--- src/rtl/scard_iso7816_rx.sv ---
// scard_iso7816_rx: ISO 7816-3 T=0 character receiver with parity NAK signalling
module scard_iso7816_rx #(
  parameter int ETU_W       = 16,
  parameter bit NAK_DEFAULT = 1'b1
) (
  input  logic             clk_i,
  input  logic             reset_i,
  input  logic             io_i,
  output logic             io_drive_low_o,
  input  logic             enable_i,
  input  logic             nak_en_i,
  input  logic             conv_inv_i,
  input  logic [ETU_W-1:0] etu_i,
  output logic [7:0]       rx_data_o,
  output logic             rx_valid_o,
  output logic             rx_parity_err_o,
  output logic             rx_frame_err_o,
  output logic             busy_o
);
  typedef enum logic [2:0] {S_IDLE, S_START, S_DATA, S_PARITY, S_GUARD, S_NAK, S_RECOVER} state_t;
  state_t r_state, w_next;
  logic r_s1, r_s2, r_s3;
  logic [ETU_W-1:0] r_cnt, r_etu, w_etu;
  logic r_conv, r_par, r_nak, r_valid, r_perr, r_ferr;
  logic [2:0] r_bit;
  logic [7:0] r_shift, r_data;
  logic w_edge, w_tick, w_bit, w_perr, w_nak_go, w_unused_nak_default;
  assign w_unused_nak_default = NAK_DEFAULT;
  assign w_etu    = (etu_i < ETU_W'(4)) ? ETU_W'(4) : etu_i;
  assign w_edge   = (r_state == S_IDLE) && enable_i && r_s3 && !r_s2;
  assign w_tick   = (r_cnt == '0);
  assign w_bit    = r_s2 ^ r_conv;
  assign w_perr   = r_par ^ w_bit;
  assign w_nak_go = (r_state == S_GUARD) && r_nak && (r_cnt == ETU_W'(1));
  assign io_drive_low_o  = (r_state == S_NAK);
  assign busy_o          = (r_state != S_IDLE);
  assign rx_data_o       = r_data;
  assign rx_valid_o      = r_valid;
  assign rx_parity_err_o = r_perr;
  assign rx_frame_err_o  = r_ferr;
  // two-flop synchroniser plus one delayed copy for falling-edge detection
  always_ff @(posedge clk_i or posedge reset_i)
    if (reset_i) {r_s1, r_s2, r_s3} <= 3'b111;
    else         {r_s1, r_s2, r_s3} <= {io_i, r_s1, r_s2};
  // state register
  always_ff @(posedge clk_i or posedge reset_i)
    if (reset_i) r_state <= S_IDLE;
    else         r_state <= w_next;
  // next state; NAK is entered one cycle early so the line is pulled low in the guard-sample cycle
  always_comb begin
    w_next = r_state;
    case (r_state)
      S_IDLE:    w_next = w_edge ? S_START : S_IDLE;
      S_START:   w_next = w_tick ? (r_s2 ? S_IDLE : S_DATA) : S_START;
      S_DATA:    w_next = (w_tick && r_bit == 3'd7) ? S_PARITY : S_DATA;
      S_PARITY:  w_next = w_tick ? S_GUARD : S_PARITY;
      S_GUARD:   w_next = w_nak_go ? S_NAK : (w_tick && !r_nak) ? S_IDLE : S_GUARD;
      S_NAK:     w_next = w_tick ? S_RECOVER : S_NAK;
      S_RECOVER: w_next = w_tick ? S_IDLE : S_RECOVER;
      default:   w_next = S_IDLE;
    endcase
    if (!enable_i) w_next = S_IDLE;
  end
  // sample timing, bit assembly, parity check and result strobes
  always_ff @(posedge clk_i or posedge reset_i)
    if (reset_i) begin
      r_cnt   <= '0;
      r_etu   <= ETU_W'(4);
      r_conv  <= 1'b0;
      r_bit   <= '0;
      r_par   <= 1'b0;
      r_nak   <= 1'b0;
      r_shift <= '0;
      r_data  <= '0;
      r_valid <= 1'b0;
      r_perr  <= 1'b0;
      r_ferr  <= 1'b0;
    end else begin
      r_valid <= 1'b0;
      r_perr  <= 1'b0;
      r_ferr  <= 1'b0;
      if (w_edge) begin
        r_cnt  <= (w_etu >> 1) - ETU_W'(1);
        r_etu  <= w_etu;
        r_conv <= conv_inv_i;
        r_bit  <= '0;
        r_par  <= 1'b0;
        r_nak  <= 1'b0;
      end else if (r_state != S_IDLE) begin
        r_cnt <= (w_tick || w_nak_go) ? r_etu - ETU_W'(1) : r_cnt - ETU_W'(1);
      end
      if (r_state == S_DATA && w_tick) begin
        r_shift <= r_conv ? {r_shift[6:0], w_bit} : {w_bit, r_shift[7:1]};
        r_par   <= r_par ^ w_bit;
        r_bit   <= r_bit + 3'd1;
      end
      if (r_state == S_PARITY && w_tick) begin
        r_data  <= r_shift;
        r_nak   <= enable_i && w_perr && nak_en_i;
        r_valid <= enable_i && !(w_perr && nak_en_i);
        r_perr  <= enable_i && w_perr;
      end
      if (r_state == S_GUARD && w_tick && !r_nak) r_ferr <= enable_i && !r_s2;
    end
endmodule

--- config.mk ---
export PLATFORM = sky130hd
export DESIGN_NAME = scard_iso7816_rx
export DESIGN_NICKNAME = d
export VERILOG_FILES = /design/src/rtl/scard_iso7816_rx.sv
export SDC_FILE = /design/constraint.sdc
export NUM_CORES = 1
export LEC_CHECK = 0
export BUFFER_PORTS_ARGS = -buffer_cell sky130_fd_sc_hd__buf_4
export CORE_MARGIN = 3
export CORE_UTILIZATION = 35
export DETAILED_ROUTE_END_ITERATION = 6
export SETUP_SLACK_MARGIN = 0.02
export SYNTH_ARGS = -nofsm -noshare
export SYNTH_HDL_FRONTEND = slang
export SYNTH_SLANG_ARGS = --single-unit
--- constraint.sdc ---
create_clock -name clk_i -period 6.05 [get_ports clk_i]
set_input_delay 0.605 -clock clk_i [delete_from_list [all_inputs] [get_ports clk_i]]
set_output_delay 0.605 -clock clk_i [all_outputs]
set_load 0.01 [all_outputs]
==> results of run 1 <==
## flip-flops by register name (all words and copies together) (netlist names)
register	flops
r_conv	1
rx_valid_o	1
r_etu	16
rx_parity_err_o	1
r_s2	1
r_shift	8
r_s1	1
r_state	3
r_s3	1
r_par	1
rx_frame_err_o	1
r_cnt	16
rx_data_o	8
r_nak	1
r_bit	3
## final timing paths
path / end / slack (ns)
worst max register to register: rx_data_o[3] / 2.98
worst max-delay path: r_cnt[14] / 2.59
min in group asynchronous: r_cnt[2] / 0.49
worst min-delay path: r_s1 / 0.36
worst min register to register: r_s2 / 0.36
max in group asynchronous: r_cnt[10] / 5.00
## power groups by stage
stage | Clock (W) | Sequential, W | Combinational [W]
4_1_cts | 0.000465 | 0.000606 | 0.000380
2_1_floorplan | 0 | 0.000577 | 0.000300
6_report | 0.000457 | 0.000609 | 0.000378
3_5_place_dp | 0 | 0.000613 | 0.000377
5_1_grt | 0.000483 | 0.000623 | 0.000429
3_3_place_gp | 0 | 0.000612 | 0.000370
## stage by stage
step                      std cells  cell area (um2)
after floorplan                 416             3810
after global placement          572             4200
after detailed placement        572             4200
after CTS                       588             4440
after global routing            588             4440
final                           588             4440
## per-layer routing
layer	GRT usage, %	share of wire (%)	up-vias
met5	0	0	-
met4	5.80	1.4	0
met3	3.15	4.3	10
met2	26.5	45	79
met1	25.8	49	1608
li1	-	-	1584
## layout make-up
type	count	area [um2]
Timing Repair Buffer	38	285
Sequential cell	63	1580
Tap cell	136	170
Clock inverter	7	121
Clock buffer	9	124
Inverter	15	56.3
Multi-Input combinational cell	320	2100
Fill cell	1080	6020
## synthesized netlist by cell type (5+ instances only)
cell and number:
sky130_fd_sc_hd__xnor2_1 16, sky130_fd_sc_hd__a211o_1 5, sky130_fd_sc_hd__nand2_1 62, sky130_fd_sc_hd__dfrtp_1 59
sky130_fd_sc_hd__o21ai_1 5, sky130_fd_sc_hd__mux2i_1 23, sky130_fd_sc_hd__nor3_1 24, sky130_fd_sc_hd__ha_1 8
sky130_fd_sc_hd__nor4_1 9, sky130_fd_sc_hd__nand4_1 5, sky130_fd_sc_hd__o21ai_0 12, sky130_fd_sc_hd__xor2_1 14
sky130_fd_sc_hd__mux2_2 10, sky130_fd_sc_hd__nand3_1 16, sky130_fd_sc_hd__nor2_1 23, sky130_fd_sc_hd__o211ai_1 7
sky130_fd_sc_hd__inv_1 14, sky130_fd_sc_hd__or4_1 10, sky130_fd_sc_hd__a31oi_1 9, sky130_fd_sc_hd__a21oi_1 11
sky130_fd_sc_hd__clkbuf_1 13
## critical path, stage by stage
cell                       delay [ns]
sky130_fd_sc_hd__buf_4           0.13
sky130_fd_sc_hd__or4_1           0.61
sky130_fd_sc_hd__or4_1           0.67
sky130_fd_sc_hd__nand2_1         0.19
sky130_fd_sc_hd__ha_1            0.17
sky130_fd_sc_hd__or4b_2          0.64
sky130_fd_sc_hd__nor4_1          0.27
sky130_fd_sc_hd__xor2_1          0.11
sky130_fd_sc_hd__o21ai_0         0.18
sky130_fd_sc_hd__o211ai_1        0.12
## cell families (layout without fill, tap and decap cells)
family | Yosys count | count (layout) | synth area share (%)
simple gates | 177 | 177 | 23.6
buf+inv | 33 | 69 | 3.51
flops | 63 | 63 | 41.5
fa+ha+maj | 8 | 8 | 2.62
xor+xnor | 30 | 30 | 6.89
mux | 33 | 33 | 8.99
compound gates | 72 | 72 | 12.9
==> implementation parameters, run 1 <==
Parameter                              Value

Finish
  Leading cell types in the layout, fill and taps excluded    sky130_fd_sc_hd__nand2_1 (62), sky130_fd_sc_hd__dfrtp_1 (59), sky130_fd_sc_hd__buf_4 (38)
  Post-route core utilization    42.5%
  Leading cell type in the layout, fill and taps excluded    sky130_fd_sc_hd__nand2_1
  Fraction of layout cells with a size suffix above 1    18.1%
  Inserted Diodes    0
  Number of nets in the final layout    477
  Signed area change from the synthesized netlist to the final layout    16.5%

Power and ir drop
  Power share of the sequential group    42.2%
  Static Leakage    1.91 nW
  Maximum vdd ir drop    175 uV
  Clock power share    31.6%
  Cell Pwr Density    325 nW/um2
  Switching fraction of total power    34.7%
  Combinational Power Share    26.2%
  Post-layout power    0.00145 W
  Internal portion of total power    0.000943 W
  Reported net switching power    0.000502 W

Yosys
  Post-synth ARST share    100%
  Number of synthesized register bits    63
  Share of synthesized area occupied by flip-flops and latches    41.5%
  Proportion of netlist area held by the largest area contributor    38.7%
  Dominant cell type by area after synthesis    sky130_fd_sc_hd__dfrtp_1
  Netlist area before placement    3810 um2
  Main area contributors after synthesis    sky130_fd_sc_hd__dfrtp_1 (39%), sky130_fd_sc_hd__nand2_1 (6.1%), sky130_fd_sc_hd__mux2i_1 (6.0%)
  Top_reg_cell synth    sky130_fd_sc_hd__dfrtp_1
  Mean Syn Cell Area    9.17 um2
  Net count of the mapped netlist    446
  Post-synth EDFFs    0
  Post-synthesis instance total    416
  Synth warnings    0
  Number of unique standard cell types used by synthesis    55

Setup path
  Largest fanout on the critical path    5
  Critical path startpoint category    input port
  Start point of the critical path    etu_i[10]
  CP Capture Type    register
  Endpoint required time on the critical path    6.27 ns
  Worst Path Arrival    3.69 ns
  RR Startpoint    r_cnt[8]
  Type of the setup path with the least slack    input port to register
  Reg2Reg Depth    5

Detailed routing
  Wire length per cell after detailed routing    17.0 um
  Routed vias    3281
  WL final    9980 um
  Number of vias per cell    5.58
  Number of violations reported at the end of detailed-routing iteration 0    261
  Post-route ant nets    0
  First-pass DRT Iterations    4
  Residual DRC count    0

Timing
  Period Utilization, post-route    57.3%
  RSZ-0062 raised after global routing    false
  Fin Clk Skew    0.00779 ns
  Hold Worst Slack    0.355 ns
  Final count of hold timing violations    0
  Period minus WS final    3.46 ns
  Count of pins over their slew limit    0
  Worst slew margin relative to its limit    34.1%
  Post-layout worst setup margin    2.59 ns
  Transition time at the pin with the least slew margin    0.986 ns
  Aggregate negative setup slack    0 ns
  Setup violations, final    0
  Highest clock frequency the design can meet    289 MHz

CTS
  Quantity of gates resized following cts    0
  Clock transition time at the flip-flop clock pins of the worst setup and hold paths    0.08 ns
  CTS H-Tree Depth    3
  Post-CTS repair timing setup buffer count    0
  Clock latency on the worst-skew pair    0.35 ns
  Clock tree from TritonCTS    done
  Sink count of the clock tree    63
  Maximum root-to-sink buffer count    2
  CTS hold repair buffers    0
  Clock root cell    sky130_fd_sc_hd__clkbuf_8
  Clock buffer count from CTS    9

Floorplanning
  Floorplan die area    12200 um2
  Initial cell density of the core    36.5%
  X dimension of the die    110 um
  Row cnt    37
  I/O pin count    35
  Height of the die    110 um
  Placeable core area    10500 um2

Global route
  Total GRT Usage    17.7%
  Residual overflow from global routing    0
  Wire length of the first global-routing pass    16500 um
  Vias in the first global route    3069
  Initial antenna violation count    0
  Pin count of the biggest net entering global routing    64

Min path
  Hold depth    1
  Critical hold path startpoint    io_i
  Kind of path behind the tightest hold check    input port to register

Placement
  Routability-driven placement congestion ratio    0.885
  Post-detailed-placement half-perimeter wirelength    6960 um
  IO buf count    34
  Worst setup timing slack at the placement stage    2.29 ns

Outcome
  Outcome    finished clean

Run
  Max-cap check violation count    0
Power figures use the tool's default switching activity.
==> run 2, diff against run 1 <==
ABC_AREA = 1   (was default)
clock period = 2.8 ns   (was 6.05 ns; I/O delays follow)
==> run 2 against run 1 <==
Critical path depth is 3 lower; clock power grew to 2.7 times the previous value; register-to-register slack worse by 2.2 ns; count of clock-buffer cells in the layout is 2 higher; via count is 17% higher; flip-flop and latch count stayed put; final area is 9.0% higher; power is 120% higher; utilization is 1.1 points higher; non-clock buffer count is 7 higher; die area is 6.5% higher; critical path type is now register to register; largest cell class unchanged; largest power group unchanged; highest routed layer unchanged.
==> implementation parameters, run 2 <==
Parameter                              Value

Power and ir drop
  Switching fraction of total power    33.0% (-1.7 points)
  Maximum vdd ir drop    262 uV (+50%)
  Static Leakage    2.31 nW (+21%)
  Clock power share    38.0% (+6.4 points)
  Power share of the sequential group    38.8% (-3.4 points)
  Cell Pwr Density    661 nW/um2 (+100%)
  Combinational Power Share    23.2% (-3.0 points)
  Reported net switching power    0.00106 W (+110%)
  Internal portion of total power    0.00215 W (+130%)

Detailed routing
  Number of violations reported at the end of detailed-routing iteration 0    252 (-3.4%)
  Number of vias per cell    5.08 (-9.0%)
  Post-route ant nets    0 (unchanged)
  Wire length per cell after detailed routing    14.5 um (-14%)
  WL final    11000 um (+9.9%)
  Residual DRC count    0 (unchanged)
  Routed vias    3838 (+17%)
  M1 wire length    5440 um (+12%)
  Met2 layer wire length in the routed design    4690 um (+3.4%)
  Met3 wire length    640 um (+49%)
  First-pass DRT Iterations    4 (unchanged)
  Uppermost layer routed    met4

Yosys
  Cell with the most instances after synthesis    sky130_fd_sc_hd__nand2_1
  Net count of the mapped netlist    598 (+34%)
  Ranking of synthesized cells by instance count    sky130_fd_sc_hd__nand2_1 (147), sky130_fd_sc_hd__nor2_1 (78), sky130_fd_sc_hd__dfrtp_1 (59), sky130_fd_sc_hd__inv_1 (59), sky130_fd_sc_hd__nand3_1 (44)
  Share of the synthesized area in compound gates (AO/OA/AOI/OAI)    11.7% (-1.2 points)
  Proportion of netlist area held by the largest area contributor    36.2% (-2.5 points)
  Dominant cell type by area after synthesis    sky130_fd_sc_hd__dfrtp_1
  Number of unique standard cell types used by synthesis    46 (-16%)
  Share of the synthesized netlist area taken by xor and xnor gates    3.44% (-3.5 points)
  Simple-gate portion of the synthesized area    35.2% (+12 points)
  Adder and majority gate portion of the synthesized area    2.46% (-0.17 points)
  Top_reg_cell synth    sky130_fd_sc_hd__dfrtp_1
  Synth warnings    0 (unchanged)
  Largest family of logic cells by synthesized area    simple AND/OR/NAND/NOR gates
  Mean Syn Cell Area    7.18 um2 (-22%)
  Share of synthesized area occupied by flip-flops and latches    38.8% (-2.7 points)
  Post-synthesis mux area share    0.491% (-8.5 points)
  Netlist area before placement    4080 um2 (+6.9%)
  Number of synthesized register bits    63 (unchanged)
  Post-synthesis instance total    568 (+37%)
  Post-synth EDFFs    0 (unchanged)
  Post-synth ARST share    100% (unchanged)
  Main area contributors after synthesis    sky130_fd_sc_hd__dfrtp_1 (36%), sky130_fd_sc_hd__nand2_1 (14%), sky130_fd_sc_hd__nor2_1 (7.2%)

CTS
  Clock root cell    sky130_fd_sc_hd__clkbuf_16
  Clock tree from TritonCTS    done
  Clock latency on the worst-skew pair    0.33 ns (-0.02 ns)
  Clock transition time at the flip-flop clock pins of the worst setup and hold paths    0.06 ns (-0.02 ns)
  Clock buffer count from CTS    9 (unchanged)
  Sink count of the clock tree    63 (unchanged)
  Post-CTS repair timing setup buffer count    0 (unchanged)
  CTS H-Tree Depth    3 (unchanged)
  Quantity of gates resized following cts    0 (unchanged)
  CTS hold repair buffers    1 (+1)
  Maximum root-to-sink buffer count    2 (unchanged)

Finish
  Post-route core utilization    43.5% (+1.1 points)
  Layout Cell Area excl Fill    4840 um2 (+9.0%)
  Leading cell type in the layout, fill and taps excluded    sky130_fd_sc_hd__nand2_1
  Fraction of layout cells with a size suffix above 1    16.7% (-1.4 points)
  Inserted Diodes    0 (unchanged)
  Number of nets in the final layout    641 (+34%)
  Signed area change from the synthesized netlist to the final layout    18.8%
  Largest registers ranked by flip-flop count    r_cnt (16), r_etu (16)
  Filler cells    1148 (+6.3%)
  Leading cell types in the layout, fill and taps excluded    sky130_fd_sc_hd__nand2_1 (147), sky130_fd_sc_hd__nor2_1 (78), sky130_fd_sc_hd__dfrtp_1 (59)

Floorplanning
  I/O pin count    35 (unchanged)
  Placeable core area    11100 um2 (+6.3%)
  Floorplan die area    13000 um2 (+6.5%)
  Initial cell density of the core    36.6% (+0.19 points)
  Height of the die    114 um (+3.2%)
  Row cnt    38 (+2.7%)
  X dimension of the die    114 um (+3.2%)

Setup path
  Critical path startpoint category    register
  Worst Path Arrival    2.24 ns (-1.45 ns)
  CP Capture Type    register
  Largest fanout on the critical path    27 (+22)
  Endpoint required time on the critical path    3.02 ns (-3.25 ns)
  Type of the setup path with the least slack    register to register

Run
  Max-cap check violation count    0 (unchanged)

Timing
  Fin Clk Skew    0.00697 ns (-0.000824 ns)
  Period minus WS final    2.02 ns
  Hold Worst Slack    0.0538 ns (-0.301 ns)
  Setup violations, final    0 (unchanged)
  RSZ-0062 raised after global routing    false
  Count of pins over their slew limit    0 (unchanged)
  Transition time at the pin with the least slew margin    0.468 ns (-0.518 ns)
  Aggregate negative setup slack    0 ns (unchanged)
  Period Utilization, post-route    72.2%
  Worst slew margin relative to its limit    68.7% (+35 points)
  Final count of hold timing violations    0 (unchanged)
  Highest clock frequency the design can meet    495 MHz

Placement
  Post-detailed-placement half-perimeter wirelength    8560 um (+23%)
  Routability-driven placement congestion ratio    0.923 (+4.4%)
  IO buf count    34 (unchanged)
  Placed cell area    4510 um2 (+7.4%)

Global route
  Pin count of the biggest net entering global routing    28 (-56%)
  Residual overflow from global routing    0 (unchanged)
  Vias in the first global route    3654 (+19%)
  Total GRT Usage    18.1% (+0.41 points)
  Wire length of the first global-routing pass    18700 um (+14%)
  Initial antenna violation count    0 (unchanged)

Min path
  Kind of path behind the tightest hold check    input port to register

Outcome
  Outcome    finished clean
[run 2: changes by cell type after synthesis, moves of 21 or more]
cell	previous run	this run
sky130_fd_sc_hd__nand3_1	16	44
sky130_fd_sc_hd__nor2_1	23	78
sky130_fd_sc_hd__mux2i_1	23	2
sky130_fd_sc_hd__nor3_1	24	3
sky130_fd_sc_hd__nand2_1	62	147
sky130_fd_sc_hd__inv_1	14	59
sky130_fd_sc_hd__o21ai_0	12	33
[run 2: final cells by class]
cell class              count  area, um2  area share [%]
multi-input cells         426       2170            44.9
flip-flops and latches     63       1580            32.7
repair buffers             45        340            7.03
inverters                  66        248            5.12
clock buffers              11        243            5.01
well taps                 140        175            3.62
clock inverters             5       81.3            1.68
[run 2: per-layer routing]
layer / vias to the layer above / global-route usage [%]
met2: 90 / 25.9
met5: - / 0
met3: 13 / 3.29
met4: 0 / 6.02
met1: 1812 / 27.3
li1: 1923 / -
[run 2: logic make-up (layout without fill, tap and decap cells)]
| logic type | count (synthesis) | count (layout) |
|---|---|---|
| DFF | 63 | 63 |
| muxes | 2 | 2 |
| buffers and inverters | 79 | 127 |
| AOI/OAI and AO/OA | 83 | 83 |
| adders and majority gates | 8 | 8 |
| and+or+nand+nor | 317 | 317 |
| xor gates and xnor gates | 16 | 16 |
[run 2: path summary, 6_finish.rpt]
kind                       depth (start not counted)  slack [ns]        to    start
hold reg to reg                                    0        0.37      r_s3     r_s2
min in group asynchronous                          3        0.53    r_conv  reset_i
hold / removal                                     1        0.05      r_s1     io_i
setup / recovery                                   7        0.78  r_etu[1]     r_s2
setup reg to reg                                   7        0.78  r_etu[1]     r_s2
max in group asynchronous                          4        1.52  r_etu[2]  reset_i
[run 2: critical path: stages (launching register included)]
cell and delay (ns):
sky130_fd_sc_hd__dfstp_2 0.53, sky130_fd_sc_hd__inv_1 0.08, sky130_fd_sc_hd__nand4_2 0.12, sky130_fd_sc_hd__buf_4 0.30
sky130_fd_sc_hd__clkinv_1 0.32, sky130_fd_sc_hd__buf_4 0.25, sky130_fd_sc_hd__buf_4 0.14, sky130_fd_sc_hd__o21a_1 0.16
[run 2: power groups by stage]
stage               combinational (W)  sequential, W  clock (W)
floorplan                    0.000569        0.00119          0
global placement             0.000732        0.00125          0
detailed placement           0.000737        0.00125          0
CTS                          0.000746        0.00124    0.00123
global route                 0.000855        0.00126    0.00128
finish                       0.000744        0.00124    0.00122
[run 2: metrics by stage]
step,worst slack (ns),std cells,power (W)
global route,0.613,756,0.00340
finish,0.780,756,0.00320
detailed placement,0.634,739,0.00199
global placement,0.660,739,0.00198
CTS,0.765,756,0.00322
floorplan,0.957,568,0.00176
==> run 3, diff against run 2 <==
ABC_AREA = 0   (was 1)
clock period = 2 ns   (was 2.8 ns; I/O delays follow)
==> run 3 against run 2 <==
Flip-flop and latch count is the same; final area grew 14%; the flow now finishes with violations (setup timing); power grew 51%; combinational power grew to 2.6 times the previous value; routed wire length grew 2.4%; highest routed layer unchanged; register-to-register slack lost 1.1 ns; largest power group is now combinational logic; clock power is essentially flat; critical path type is now input port to register; non-clock buffer count grew 83.
==> implementation parameters, run 3 (synthesis results as in run 1) <==
Parameter                              Value

Setup path
  Library cell contributing the largest single delay on the critical path    sky130_fd_sc_hd__or4_4
  Flop2flop setup slack    -0.30 ns (-1.08 ns)
  Type of the setup path with the least slack    input port to register
  Start point of the critical path    etu_i[11]
  Reg2Reg Depth    7 (unchanged)
  Destination of the worst register-to-register timing path    r_cnt[3]
  Worst Path Arrival    2.68 ns (+0.44 ns)
  RR Startpoint    r_cnt[8]
  Crit-path cells    buf_6 > or4_4 > or4_4 > nand2_4 > ha_4 > or4b_4 > nor3_4 > xnor2_1 > a211o_1 > o221ai_2
  Critical path startpoint category    input port
  CP peak stage delay    0.55 ns (+0.02 ns)
  CP Capture Type    register
  Largest fanout on the critical path    3 (-89%)
  Endpoint required time on the critical path    2.25 ns (-0.77 ns)
  Most numerous cell on the critical path    sky130_fd_sc_hd__or4_4

Floorplanning
  I/O pin count    35 (unchanged)
  Placeable core area    10500 um2 (-6.0%)
  Row cnt    37 (-2.6%)
  Height of the die    110 um (-3.1%)
  Initial cell density of the core    36.5% (-0.19 points)
  Floorplan die area    12200 um2 (-6.1%)
  X dimension of the die    110 um (-3.1%)

Power and ir drop
  Cell Pwr Density    872 nW/um2 (+32%)
  Maximum vdd ir drop    415 uV (+58%)
  Static Leakage    2.44 nW (+5.6%)

Timing
  Highest clock frequency the design can meet    412 MHz
  Fin Clk Skew    0.0162 ns (+0.00921 ns)
  Period minus WS final    2.43 ns
  RSZ-0062 raised after global routing    true
  Setup violations, final    42 (+42)
  Count of pins over their slew limit    0 (unchanged)
  Final count of hold timing violations    0 (unchanged)
  Worst slew margin relative to its limit    52.7% (-16 points)
  Period Utilization, post-route    121%
  Post-layout worst setup margin    -0.429 ns (-1.21 ns)
  Transition time at the pin with the least slew margin    0.707 ns (+0.239 ns)

Global route
  Met1 demand-to-capacity share in global routing    26.8% (-0.45 points)
  Wire length of the first global-routing pass    18500 um (-1.3%)
  Pin count of the biggest net entering global routing    42 (+50%)
  Fraction of met3 tracks used by global routing    5.42% (+2.1 points)
  Total GRT Usage    19.6% (+1.5 points)
  GRT busiest layer    met2
  Met2 global-route usage    30.7% (+4.8 points)
  Residual overflow from global routing    0 (unchanged)
  Initial antenna violation count    0 (unchanged)
  Vias in the first global route    3674 (+0.55%)

CTS
  Sink count of the clock tree    63 (unchanged)
  Clock latency on the worst-skew pair    0.34 ns (about the same)
  Clock buffer count from CTS    9 (unchanged)
  Clock tree from TritonCTS    done
  Clock transition time at the flip-flop clock pins of the worst setup and hold paths    0.07 ns (about the same)
  Clock root cell    sky130_fd_sc_hd__clkbuf_8
  Maximum root-to-sink buffer count    2 (unchanged)
  CTS H-Tree Depth    3 (unchanged)

Finish
  Post-route core utilization    52.8% (+9.3 points)
  Number of nets in the final layout    568 (-11%)
  Non-filler cells, final    679 (-10%)
  Signed area change from the synthesized netlist to the final layout    44.9%
  Fraction of layout cells with a size suffix above 1    38.1% (+21 points)
  Leading cell types in the layout, fill and taps excluded    sky130_fd_sc_hd__buf_4 (103), sky130_fd_sc_hd__nand2_1 (60), sky130_fd_sc_hd__dfrtp_1 (59)
  Leading cell type in the layout, fill and taps excluded    sky130_fd_sc_hd__buf_4
  Inserted Diodes    0 (unchanged)
  Largest registers ranked by flip-flop count    r_cnt (16), r_etu (16)

Min path
  Hold depth    2 (+1)
  Kind of path behind the tightest hold check    input port to register
  Critical hold path startpoint    nak_en_i
  Worst min-delay path endpoint    rx_valid_o

Detailed routing
  First-pass DRT Iterations    5 (+1)
  WL final    11200 um (+2.4%)
  Residual DRC count    0 (unchanged)
  Post-route ant nets    0 (unchanged)
  Routed vias    3644 (-5.1%)
  Number of vias per cell    5.37 (+5.7%)
  Number of violations reported at the end of detailed-routing iteration 0    187 (-26%)
  Wire length per cell after detailed routing    16.6 um (+14%)

Placement
  Total placed cells including tap cells    647 (-12%)
  Post-detailed-placement half-perimeter wirelength    8160 um (-4.7%)
  IO buf count    34 (unchanged)
  Routability-driven placement congestion ratio    0.909 (-1.6%)

Run
  Max-cap check violation count    0 (unchanged)

Outcome
  Violated checks    setup timing
  Outcome    complete, but fails checks
-- run 3: cell count changes in the layout (fill, tap and decap cells not counted), moves of 12 or more --
cell / before / now
sky130_fd_sc_hd__mux2i_1: 2 / 23
sky130_fd_sc_hd__nor2_1: 78 / 22
sky130_fd_sc_hd__o21ai_0: 33 / 9
sky130_fd_sc_hd__xnor2_1: 4 / 16
sky130_fd_sc_hd__o21ai_1: 20 / 6
sky130_fd_sc_hd__inv_1: 58 / 13
sky130_fd_sc_hd__nand3_1: 44 / 13
sky130_fd_sc_hd__nand2_1: 147 / 60
sky130_fd_sc_hd__buf_6: 0 / 19
sky130_fd_sc_hd__buf_4: 44 / 103
sky130_fd_sc_hd__nor3_1: 3 / 19
-- run 3: timing repair --
action	4_1_cts	5_1_grt
hold buffers	2	0
cloned	2	0
hold endpoints to repair	23	0
gates resized for setup	33	30
endpoints found under the setup margin	39	42
pin swaps	16	18
buffers inserted	6	11
-- run 3: stage by stage --
step                hold slack [ns]  cell area, um2  setup TNS [ns]  power (W)  worst slack (ns)
finish                       0.0364            5530           -8.43    0.00482            -0.429
floorplan                     0.204            3950           -6.40    0.00270            -0.716
global route                 0.0265            5530          -11.83    0.00513            -0.479
global placement              0.269            4890           -9.69    0.00343            -0.839
detailed placement            0.285            4890          -10.57    0.00346            -0.846
CTS                          0.0189            5360           -6.99    0.00476            -0.439
-- run 3: worst max path at each step --
| stage | end | depth (start not counted) |
|---|---|---|
| CTS | r_cnt[10] | 10 |
| detailed placement | r_cnt[10] | 10 |
| finish | r_cnt[10] | 10 |
| floorplan | r_cnt[10] | 9 |
| global placement | r_cnt[10] | 10 |
| global route | r_cnt[10] | 10 |
-- run 3: report_power, final --
part           internal [W]  switching, W  leakage (nW)  total (W)
clock network      0.000738      0.000498         0.104    0.00124
registers           0.00150      0.000172         0.809    0.00167
logic              0.000921      0.000988          1.52    0.00191
total               0.00316       0.00166          2.44    0.00482
-- run 3: layer usage --
metal | routed length [um] | vias to the layer above
met5 | 0 | -
met1 | 5070 | 1757
met3 | 683 | 16
met2 | 5320 | 92
met4 | 165 | 0
li1 | - | 1779
-- run 3: area by class of cell --
cell class / instances / area [um2]
fill: 954 / 4940
multi-input combinational: 321 / 2420
sequential: 63 / 1580
timing repair buffer: 128 / 1080
tap: 136 / 170
clock buffer: 13 / 149
clock inverter: 3 / 67.6
inverter: 15 / 56.3
-- run 3: worst max-delay path: cells and delay by family --
| kind | cells | cell delay (ns) |
|---|---|---|
| AO/OA/AOI/OAI | 2 | 0.32 |
| buffers and inverters | 1 | 0.09 |
| XOR/XNOR | 1 | 0.09 |
| AND/OR/NAND/NOR | 5 | 1.87 |
| adder cells (fa/ha/maj) | 1 | 0.11 |
